## src/rtl/i2c_controller.sv

```systemverilog
// Single-master I2C initiator: one START / address+R/W / ACK / data byte / ACK / STOP
// transaction per accepted request, driving open-drain SCL and SDA enables.
module i2c_controller #(
  parameter int CLK_DIV = 4
) (
  input  logic       clk,
  input  logic       reset,
  input  logic       start,
  input  logic       rw,
  input  logic [6:0] addr,
  input  logic [7:0] wdata,
  output logic [7:0] rdata,
  output logic       busy,
  output logic       done,
  output logic       ack_error,
  input  logic       sda_in,
  output logic       sda_oe,
  output logic       scl_oe
);

  localparam logic [2:0] S_IDLE     = 3'd0;
  localparam logic [2:0] S_START    = 3'd1;
  localparam logic [2:0] S_ADDR     = 3'd2;
  localparam logic [2:0] S_ADDR_ACK = 3'd3;
  localparam logic [2:0] S_DATA     = 3'd4;
  localparam logic [2:0] S_DATA_ACK = 3'd5;
  localparam logic [2:0] S_STOP     = 3'd6;

  localparam int             DIV_W    = (CLK_DIV > 1) ? $clog2(CLK_DIV) : 1;
  localparam logic [DIV_W-1:0] DIV_LAST = DIV_W'(CLK_DIV - 1);

  logic [2:0]       state_q, state_d;
  logic [DIV_W-1:0] div_q, div_d;
  logic [1:0]       quarter_q, quarter_d;
  logic [2:0]       bit_q, bit_d;
  logic [7:0]       shift_q, shift_d;
  logic [7:0]       wdata_q, wdata_d;
  logic [7:0]       rdata_q, rdata_d;
  logic             rw_q, rw_d;
  logic             sample_q, sample_d;
  logic             busy_q, done_q, done_d;
  logic             ack_error_q, ack_error_d;
  logic             sda_oe_q, scl_oe_q;
  logic             tick;

  // Bus enables {scl_oe, sda_oe} for a given position inside a bit slot.
  function automatic logic [1:0] bus_drive(input logic [2:0] st, input logic [1:0] q,
                                           input logic rd, input logic bit_val);
    logic scl_low;
    scl_low = (q == 2'd0) || (q == 2'd3);
    case (st)
      S_START:                return {1'b0, q[1]};
      S_ADDR:                 return {scl_low, ~bit_val};
      S_DATA:                 return {scl_low, ~rd & ~bit_val};
      S_ADDR_ACK, S_DATA_ACK: return {scl_low, 1'b0};
      S_STOP:                 return {q == 2'd0, ~q[1]};
      default:                return 2'b00;
    endcase
  endfunction

  assign tick = (state_q != S_IDLE) && (div_q == DIV_LAST);

  always_comb begin
    // NOTE: every signal written here gets a default first so no latch is inferred.
    state_d     = state_q;
    div_d       = div_q;
    quarter_d   = quarter_q;
    bit_d       = bit_q;
    shift_d     = shift_q;
    wdata_d     = wdata_q;
    rdata_d     = rdata_q;
    rw_d        = rw_q;
    sample_d    = sample_q;
    ack_error_d = ack_error_q;
    done_d      = 1'b0;

    if (state_q == S_IDLE) begin
      div_d     = '0;
      quarter_d = 2'd0;
      bit_d     = 3'd0;
      if (start) begin
        state_d     = S_START;
        shift_d     = {addr, rw};
        rw_d        = rw;
        wdata_d     = wdata;
        ack_error_d = 1'b0;
      end
    end else begin
      div_d = tick ? '0 : div_q + 1'b1;
      if (tick) begin
        quarter_d = quarter_q + 2'd1;
        if (quarter_q == 2'd1) sample_d = sda_in;
        // Bit-slot bookkeeping happens on the last quarter so SDA only moves in Q0.
        if (quarter_q == 2'd3) begin
          case (state_q)
            S_START: state_d = S_ADDR;
            S_ADDR: begin
              shift_d = {shift_q[6:0], 1'b0};
              bit_d   = bit_q + 3'd1;
              if (bit_q == 3'd7) state_d = S_ADDR_ACK;
            end
            S_ADDR_ACK: begin
              if (sample_q) begin
                ack_error_d = 1'b1;
                state_d     = S_STOP;
              end else begin
                state_d = S_DATA;
                shift_d = rw_q ? 8'h00 : wdata_q;
              end
            end
            S_DATA: begin
              shift_d = {shift_q[6:0], sample_q};
              bit_d   = bit_q + 3'd1;
              if (bit_q == 3'd7) state_d = S_DATA_ACK;
            end
            S_DATA_ACK: begin
              if (!rw_q && sample_q) ack_error_d = 1'b1;
              state_d = S_STOP;
            end
            S_STOP: begin
              state_d = S_IDLE;
              done_d  = 1'b1;
              if (rw_q && !ack_error_q) rdata_d = shift_q;
            end
            default: state_d = S_IDLE;
          endcase
        end
      end
    end
  end

  always_ff @(posedge clk) begin
    if (reset) begin
      state_q     <= S_IDLE;
      div_q       <= '0;
      quarter_q   <= 2'd0;
      bit_q       <= 3'd0;
      shift_q     <= 8'h00;
      wdata_q     <= 8'h00;
      rdata_q     <= 8'h00;
      rw_q        <= 1'b0;
      sample_q    <= 1'b0;
      busy_q      <= 1'b0;
      done_q      <= 1'b0;
      ack_error_q <= 1'b0;
      sda_oe_q    <= 1'b0;
      scl_oe_q    <= 1'b0;
    end else begin
      // NOTE: non-blocking assignments keep every register updating from pre-edge values.
      state_q     <= state_d;
      div_q       <= div_d;
      quarter_q   <= quarter_d;
      bit_q       <= bit_d;
      shift_q     <= shift_d;
      wdata_q     <= wdata_d;
      rdata_q     <= rdata_d;
      rw_q        <= rw_d;
      sample_q    <= sample_d;
      busy_q      <= (state_d != S_IDLE);
      done_q      <= done_d;
      ack_error_q <= ack_error_d;
      // Pad enables are registered from next-state so they stay aligned with state_q.
      {scl_oe_q, sda_oe_q} <= bus_drive(state_d, quarter_d, rw_d, shift_d[7]);
    end
  end

  assign rdata     = rdata_q;
  assign busy      = busy_q;
  assign done      = done_q;
  assign ack_error = ack_error_q;
  assign sda_oe    = sda_oe_q;
  assign scl_oe    = scl_oe_q;

endmodule

```

## config.mk

```make
export PLATFORM = sky130hd
export DESIGN_NAME = i2c_controller
export DESIGN_NICKNAME = d
export VERILOG_FILES = /design/src/rtl/i2c_controller.sv
export SDC_FILE = /design/constraint.sdc
export NUM_CORES = 1
export LEC_CHECK = 0
export ABC_CLOCK_PERIOD_IN_PS = 1800
export BUFFER_PORTS_ARGS = -buffer_cell sky130_fd_sc_hd__buf_2
export CAP_MARGIN = 20
export CORE_MARGIN = 5
export CORE_UTILIZATION = 45
export DETAILED_ROUTE_END_ITERATION = 6
export GPL_TIMING_DRIVEN = 1
export HOLD_SLACK_MARGIN = 0.1
export PLACE_DENSITY = 0.68
export SETUP_SLACK_MARGIN = 0.4
export SYNTH_ARGS = -nofsm -noshare
export SYNTH_HDL_FRONTEND = slang
export SYNTH_SLANG_ARGS = --single-unit
```

## constraint.sdc

```tcl
create_clock -name clk -period 1.8 [get_ports clk]
set_input_delay 0.36 -clock clk [delete_from_list [all_inputs] [get_ports clk]]
set_output_delay 0.36 -clock clk [all_outputs]
set_load 0.05 [all_outputs]
```

==> results by stage, run 1 <==
Critical path:
- For the worst flop-to-flop path, the logic depth is 7.
- In this run the critical register-to-register path is launched from div_q[0].
- The setup slack on the worst flop-to-flop path is approximately 0.067 ns.
- The nature of the critical path startpoint is a register.
- The category of the most critical setup path is register to register.
- STA puts the critical path data required time at 2.00 ns.
- In this run the worst path has a maximum fanout of 6.
- The data arrival time at the worst-slack endpoint is 1.93 ns.
- The worst register-to-register path ends at sda_oe.
- In this run the worst setup path begins at div_q[0].
- The nature of the critical path endpoint is a register.

Global route:
- The global router's overall resource usage is about 17%.
- The global-route wire length before repair is between 8 and 9 mm.
- Entering global routing, the biggest net connects 22 pins.
- The number of antenna violations at the first check in global routing is 0.
- The via count of the first global-routing pass is approximately 1,800.
- The total congestion overflow after global routing is 0.

Layout:
- The post-synthesis to final-layout area growth is 41.11%.
- The number of nets in the finished design is 317.
- The post-route netlist has between 40% and 50% of its cells at a drive strength greater than 1.
- Cells fill 65.89% of the core in the end.
- The finished layout holds ~340 standard cells, fillers aside.
- The number of antenna diodes in the final layout is 0.

Run status:
- The run finished with clean final reports.

Hold path:
- The worst hold path passes through 3 cells.
- The origin of the worst min-delay path is wdata[7].
- The endpoint with the worst hold slack is wdata_q[7].
- The worst hold-check path type is input port to register.

CTS:
- The depth of the CTS H-tree is 2.
- The number of clock buffers added by TritonCTS is 5.
- The tree is rooted in a sky130_fd_sc_hd__clkbuf_8.
- The count of clock tree sinks is 41.
- At the later pin of the worst-skew pair, clock insertion delay measures 0.31 ns.
- The clock-pin slew of the registers on the worst-case setup and hold paths is 0.08 ns.
- The count of hold buffers inserted by post-cts repair is 0.
- TritonCTS built the clock tree.
- The buffer levels on the longest clock path is 2.

Routing:
- The detailed-routing iteration count for the pre-antenna-repair pass is 6.
- After the first detailed-routing iteration, the DRC count stood at 225.
- After detailed routing, the number of vias per cell comes to 5.922.
- Dividing the detail-routed wire length by the instance count gives 17.19 um.
- The routed via count is 2,037.
- In the routed design, unresolved DRC markers number 0.
- The post-route antenna net violation count is 0.
- For this block, the routed nets add up to around 5.9 mm of wire.

Pwr:
- Summing internal, switching and leakage power gives between 1.5 and 2 mW.
- The worst IR drop on VDD is 0.6431 mV.
- The total power per unit cell area is 687.7 mW/mm^2.
- In this run the static leakage power is ~1.2 nW.

Synth:
- The primary flip-flop cell chosen by synthesis mapping is sky130_fd_sc_hd__dfxtp_1.
- The flip-flop and latch count after synthesis is 41.
- In this run, synthesis inferred 0 flip-flops with an integrated enable.
- The async set-or-reset flop fraction in the synthesized netlist is 0%.
- The average footprint of a synthesized cell is 8.879 um^2.
- For this run, the register share of the synthesized area comes to approximately two fifths.
- The gate count after technology mapping is 229.
- The count of different cell masters after synthesis is 52.
- In this run the cell area of the synthesized design comes to 0.002033 mm^2.
- The warning count from the yosys run is 0.
- The number of nets in the synthesized netlist is about 260.

STA:
- The ratio of final minimum period to clock period is 96.28%.
- The number of hold violations in the final report was 0.
- The final worst clock skew is 0.008666 ns.
- In the post-route analysis, the smallest setup slack over all paths is approximately 0.067 ns.
- The minimum clock period is between 1.5 and 2 ns.
- The worst slew margin relative to its limit is 71.36%.
- The number of pins exceeding their max-slew limit in the final report is 0.
- In the final timing run, aggregate negative setup slack is 0 ns.
- The slew of the pin with the lowest slew margin is 0.4263 ns.
- For this run, the top clock speed supported by timing is 0.5770 GHz.
- The final number of setup-violating endpoints is 0.
- Setup repair after global routing could not meet its margin everywhere.

Run:
- The number of max-cap violations is 0.

Die:
- The die covers 0.005962 mm^2.
- The die span in x is 77.22 um.
- The effective utilization at floorplan is a little under half.
- The floorplan has 24 rows.
- The die is 77.22 um tall.
- The I/O pin count is 33.
- The area of the core region is 0.004354 mm^2.

Place:
- Routability-driven placement finished with a final weighted congestion of 0.8714.
- During placement, the flow inserted port buffers numbering 32.
- Prior to clock tree synthesis, the placed netlist has a worst setup slack of between 0.04 and 0.05 ns.
- The HPWL after detailed placement is 3.431 mm.
- The number of instances in the placed design is 316.
[power breakdown]
part           internal (mW)  switching, mW  total, mW
sequential             0.932         0.0276      0.960
clock                  0.416          0.347      0.763
combinational          0.121          0.130      0.250
[critical path, stage by stage, from the launching register on]
cell and delay, ns:
sky130_fd_sc_hd__dfxtp_2 0.35, sky130_fd_sc_hd__ha_4 0.18, sky130_fd_sc_hd__buf_4 0.14, sky130_fd_sc_hd__and2_1 0.22, sky130_fd_sc_hd__a211oi_1 0.12, sky130_fd_sc_hd__a311oi_1 0.38, sky130_fd_sc_hd__a21oi_2 0.05, sky130_fd_sc_hd__o21a_1 0.19
[cells by family after synthesis]
family	after synthesis	share of synthesized area [%]
AO/OA/AOI/OAI	51	19.20
XOR/XNOR	4	2.093
adder cells (fa/ha/maj)	6	3.692
buffers and inverters	22	5.416
flip-flops	41	40.37
multiplexers	10	4.923
AND/OR/NAND/NOR	95	24.31
[placed cells by master (no fill, tap or decap), drive strengths merged, types with 2 or more instances in the layout]
cell	instances
a211oi	6
a21oi	13
a222oi	7
a22o	7
a311oi	2
and4b	2
buf	69
clkbuf	6
dfxtp	41
ha	6
inv	7
mux2i	10
nand2	26
nand2b	3
nand3	4
nor2	31
nor2b	6
nor3	9
nor3b	4
o21a	2
o21ai	3
o2bb2ai	2
or3	3
xnor2	2
xor2	2
[layer usage]
| metal | vias to the layer above | GRT usage (%) | share of wire, % |
|---|---|---|---|
| met5 | - | 0 | 0 |
| met4 | 0 | 7.388 | 3.3 |
| met3 | 23 | 4.567 | 8.5 |
| met2 | 114 | 25.25 | 47 |
| met1 | 947 | 23.64 | 42 |
| li1 | 953 | - | - |
[repair_timing]
item                                    in CTS  in global routing
endpoints found under the setup margin      38                 39
pin swaps                                   11                 31
resized for setup                           16                 43
setup buffers                                9                  9
gates cloned                                 0                  2
[synth_stat cells, types with 2 or more instances]
| cell | n | area, um^2 |
|---|---|---|
| sky130_fd_sc_hd__a211oi_1 | 5 | 37.54 |
| sky130_fd_sc_hd__a21oi_1 | 13 | 65.06 |
| sky130_fd_sc_hd__a222oi_1 | 7 | 70.07 |
| sky130_fd_sc_hd__a22o_1 | 7 | 61.31 |
| sky130_fd_sc_hd__a311oi_1 | 2 | 17.52 |
| sky130_fd_sc_hd__and4b_1 | 2 | 20.02 |
| sky130_fd_sc_hd__buf_2 | 4 | 20.02 |
| sky130_fd_sc_hd__buf_4 | 4 | 30.03 |
| sky130_fd_sc_hd__clkbuf_1 | 7 | 26.28 |
| sky130_fd_sc_hd__dfxtp_1 | 41 | 820.8 |
| sky130_fd_sc_hd__ha_1 | 6 | 75.07 |
| sky130_fd_sc_hd__inv_1 | 6 | 22.52 |
| sky130_fd_sc_hd__mux2i_1 | 10 | 100.1 |
| sky130_fd_sc_hd__nand2_1 | 25 | 93.84 |
| sky130_fd_sc_hd__nand2b_1 | 3 | 18.77 |
| sky130_fd_sc_hd__nand3_1 | 3 | 15.01 |
| sky130_fd_sc_hd__nor2_1 | 31 | 116.4 |
| sky130_fd_sc_hd__nor2b_1 | 6 | 37.54 |
| sky130_fd_sc_hd__nor3_1 | 6 | 30.03 |
| sky130_fd_sc_hd__nor3_2 | 2 | 20.02 |
| sky130_fd_sc_hd__nor3b_1 | 3 | 22.52 |
| sky130_fd_sc_hd__o21a_1 | 2 | 15.01 |
| sky130_fd_sc_hd__o21ai_0 | 3 | 15.01 |
| sky130_fd_sc_hd__or3_1 | 2 | 12.51 |
| sky130_fd_sc_hd__xor2_1 | 2 | 17.52 |
[sequential cells by signal, summed over array words and instances, names as in the netlist]
name / flops
rdata: 8
wdata_q: 8
scl_oe: 1
ack_error: 1
sda_oe: 1
shift_q: 8
busy: 1
done: 1
quarter_q: 2
state_q: 3
bit_q: 3
rw_q: 1
sample_q: 1
div_q: 2
[how the worst max path moves through the flow]
| stage | end | slack (ns) | depth (start not counted) |
|---|---|---|---|
| finish | sda_oe | 0.07 | 7 |
| global route | scl_oe | -0.03 | 7 |
| CTS | scl_oe | 0.11 | 8 |
| detailed placement | rdata[1] | 0.05 | 6 |
| global placement | rdata[2] | 0.09 | 6 |
| floorplan | scl_oe | 0.15 | 8 |
[cell type report]
class                   count  area (um^2)
clock inverters             3        43.79
multi-input cells         167         1320
repair buffers             70        509.2
fillers                   331         1485
well taps                  52        65.06
flip-flops and latches     41        839.6
clock buffers               5        68.82
inverters                   6        22.52
[metrics by stage]
stage	hold slack, ns	area, um^2
2_1_floorplan	0.4125	2097
3_3_place_gp	0.4234	2355
3_5_place_dp	0.4238	2355
4_1_cts	0.2818	2614
5_1_grt	0.2891	2869
6_report	0.2917	2869
Power figures use the tool's default switching activity.
==> run 2, diff against run 1 <==
--- a/config.mk
+++ b/config.mk
@@ -14,6 +14,7 @@
 export GPL_TIMING_DRIVEN = 1
 export HOLD_SLACK_MARGIN = 0.1
 export PLACE_DENSITY = 0.68
+export RECOVER_POWER = 100
 export SETUP_SLACK_MARGIN = 0.4
 export SYNTH_ARGS = -nofsm -noshare
 export SYNTH_HDL_FRONTEND = slang
==> run 2 against run 1 <==
- sequential power hardly changed
- non-clock buffer count did not move
- highest routed layer unchanged
- routed wire length rose by 1.1%
==> results by stage, run 2 (synthesis results as in run 1) <==
Critical path:
- The category of the most critical setup path is register to register.
- The setup slack on the worst flop-to-flop path is 0.08 ns (about the same).
- The length in cells of the worst reg-to-reg path is 7 (unchanged).
- The data arrival time at the worst-slack endpoint was 1.91 ns (-0.02 ns).
- STA classifies the critical path endpoint as a register.
- STA classifies the critical path startpoint as a register.
- The largest fanout on the critical path is 7 (+1).
- By instance count, the cell type seen most on the critical path is sky130_fd_sc_hd__buf_4.
- The worst endpoint required time is 1.99 ns (about the same).
- The signal on the critical path passes through buf_4, xnor2_2, buf_4, nor3_1, clkbuf_2, mux2i_1, nor2_1.
- The slowest stage of the critical path is the sky130_fd_sc_hd__dfxtp_2 cell.
- The biggest cell delay along the critical path was 0.41 ns (+0.03 ns).

STA:
- The worst slew margin relative to its limit is 60.39% (-11 points).
- The ratio of final minimum period to clock period was 95.82% (-0.46 points).
- The final number of setup-violating endpoints was 0 (unchanged).
- The final worst clock skew is 0.009159 ns (+0.0004928 ns).
- The slew of the pin with the lowest slew margin was 0.5967 ns (+0.1705 ns).
- Setup repair after global routing could not meet its margin everywhere.
- The minimum clock period is 1.725 ns (-0.008275 ns).
- The number of hold violations in the final report came to 0 (unchanged).
- The number of pins exceeding their max-slew limit in the final report is 0 (unchanged).
- The highest clock rate is 0.5798 GHz (+0.48%).

Place:
- The routability congestion estimate is 0.8714 (unchanged).
- The number of instances in the placed design was 316 (unchanged).
- The number of buffer cells added on primary ports is 32 (unchanged).
- The post-placement cell area is 0.002355 mm^2 (unchanged).
- The HPWL after detailed placement was 3.431 mm (unchanged).

CTS:
- TritonCTS built the clock tree.
- The CTS buffer count came to 5 (unchanged).
- The tree is rooted in a sky130_fd_sc_hd__clkbuf_8.
- The clock-pin slew of the registers on the worst-case setup and hold paths is 0.09 ns (about the same).
- The count of hold buffers inserted by post-cts repair is 0 (unchanged).
- The buffer levels on the longest clock path is 2 (unchanged).
- The source-to-sink clock delay at the later pin of the worst-skew pair is 0.31 ns (about the same).
- The depth of the CTS H-tree is 2 (unchanged).
- The count of clock tree sinks is 41 (unchanged).

Global route:
- The total congestion overflow after global routing came to 0 (unchanged).
- The via count of the first global-routing pass is 1,781 (unchanged).
- The maximum number of pins on one net before global-route repair is 22 (unchanged).
- The global-route wire length before repair is 8.411 mm (unchanged).
- The number of antenna violations at the first check in global routing was 0 (unchanged).
- The global router's overall resource usage is 17.23% (unchanged).

Pwr:
- The worst IR drop on VDD is 0.6428 mV (about the same).
- The leakage power is 1.163 nW (-5.9%).
- The sum of internal, switching and leakage power is 1.960 mW (-0.67%).
- The total power per unit cell area is 706.2 mW/mm^2 (+2.7%).

Routing:
- The met3 layer wire length in the routed design is 433 um (-14%).
- The sum of met2 wire segment lengths after detailed routing came to 2.741 mm (-0.69%).
- The detailed-routing iteration count for the pre-antenna-repair pass is 5 (-1).
- The detailed-route wire length on metal 1 is 2.606 mm (+6.2%).
- The number of vias per cell is 5.910 (-0.20%).
- The routed wirelength normalized by instance count is 17.38 um (+1.1%).
- The post-route antenna net violation count is 0 (unchanged).
- The aggregate routed wire length was 5.980 mm (+1.1%).
- The detailed router used layers up to and including met4.
- The routed via count is 2,033 (-0.20%).
- The number of DRC violations after detailed routing is 0 (unchanged).
- The starting DRC count in detailed routing is 188 (-16%).

Die:
- The cell row count is 24 (unchanged).
- The area of the core region is 0.004354 mm^2 (unchanged).
- The floorplan die area was 0.005962 mm^2 (unchanged).
- The height of the die is 77.22 um (unchanged).
- The effective utilization at floorplan is 46.70% (unchanged).
- The die span in x came to 77.22 um (unchanged).
- The I/O pin count was 33 (unchanged).

Hold path:
- The worst hold path belongs to the class input port to register.
- The hold-critical path depth is 3 (unchanged).

Layout:
- The antenna diode count is 0 (unchanged).
- In the layout the commonest cells are sky130_fd_sc_hd__dfxtp_1 (34), sky130_fd_sc_hd__nor2_1 (30), sky130_fd_sc_hd__buf_4 (25).
- The number of nets in the finished design was 317 (unchanged).
- The share of cells above drive strength 1 is 36.30% (-8.2 points).
- The most frequent standard cell in the layout excluding fill and tap cells is sky130_fd_sc_hd__dfxtp_1.
- The post-synthesis to final-layout area growth is 36.49%.
- The final standard cell count with taps included and fillers excluded is 344 (unchanged).
- The design area is 0.002775 mm^2 (-3.3%).

Run:
- The number of max-cap violations is 0 (unchanged).

Run status:
- The flow ran to the end, and the final reports show no timing, DRC or antenna violations.
==> run 2: report_power, final <==
group	internal, mW	leakage [nW]	switching, mW
Sequential	0.934	0.338	0.0277
Clock	0.416	0.0585	0.348
Combinational	0.109	0.766	0.125
==> run 2: final timing paths <==
kind               from    endpoint
max reg2reg  state_q[2]    bit_q[1]
max          state_q[2]    bit_q[1]
min             addr[2]  shift_q[3]
min reg2reg    div_q[0]    div_q[0]
==> run 2: timing repair <==
item                                    in CTS  in global routing
resized for setup                           16                 43
endpoints found under the setup margin      38                 39
pin swaps                                   11                 31
buffers inserted                             9                  9
cloned                                       0                  2
==> run 2: cell type report <==
cell class                 count  area (um^2)
tap                           52        65.06
inverter                       6        22.52
clock inverter                 3        43.79
multi-input combinational    167         1269
fill                         354         1579
clock buffer                   5        68.82
timing repair buffer          70        469.2
sequential                    41        837.1
==> run 2: critical path: cells and delay by family (launching register included) <==
family | cells | cell delay, ns
xor+xnor | 1 | 0.10
buf+inv | 3 | 0.58
mux | 1 | 0.19
simple gates | 2 | 0.34
flops | 1 | 0.41
==> run 2: routing by layer <==
metal,vias to the layer above,global-route usage [%]
li1,953,-
met1,966,23.64
met2,92,25.25
met3,22,4.567
met4,0,7.388
met5,-,0
==> run 2: per-stage QoR <==
stage / util, % / TNS [ns] / hold WS, ns / setup WS [ns]
finish: 63.74 / 0 / 0.2881 / 0.07529
detailed placement: 54.08 / 0 / 0.4238 / 0.04988
global route: 63.74 / -0.04020 / 0.2891 / -0.02994
floorplan: - / 0 / 0.4125 / 0.1461
CTS: 60.03 / 0 / 0.2818 / 0.1143
global placement: 54.08 / 0 / 0.4234 / 0.08558
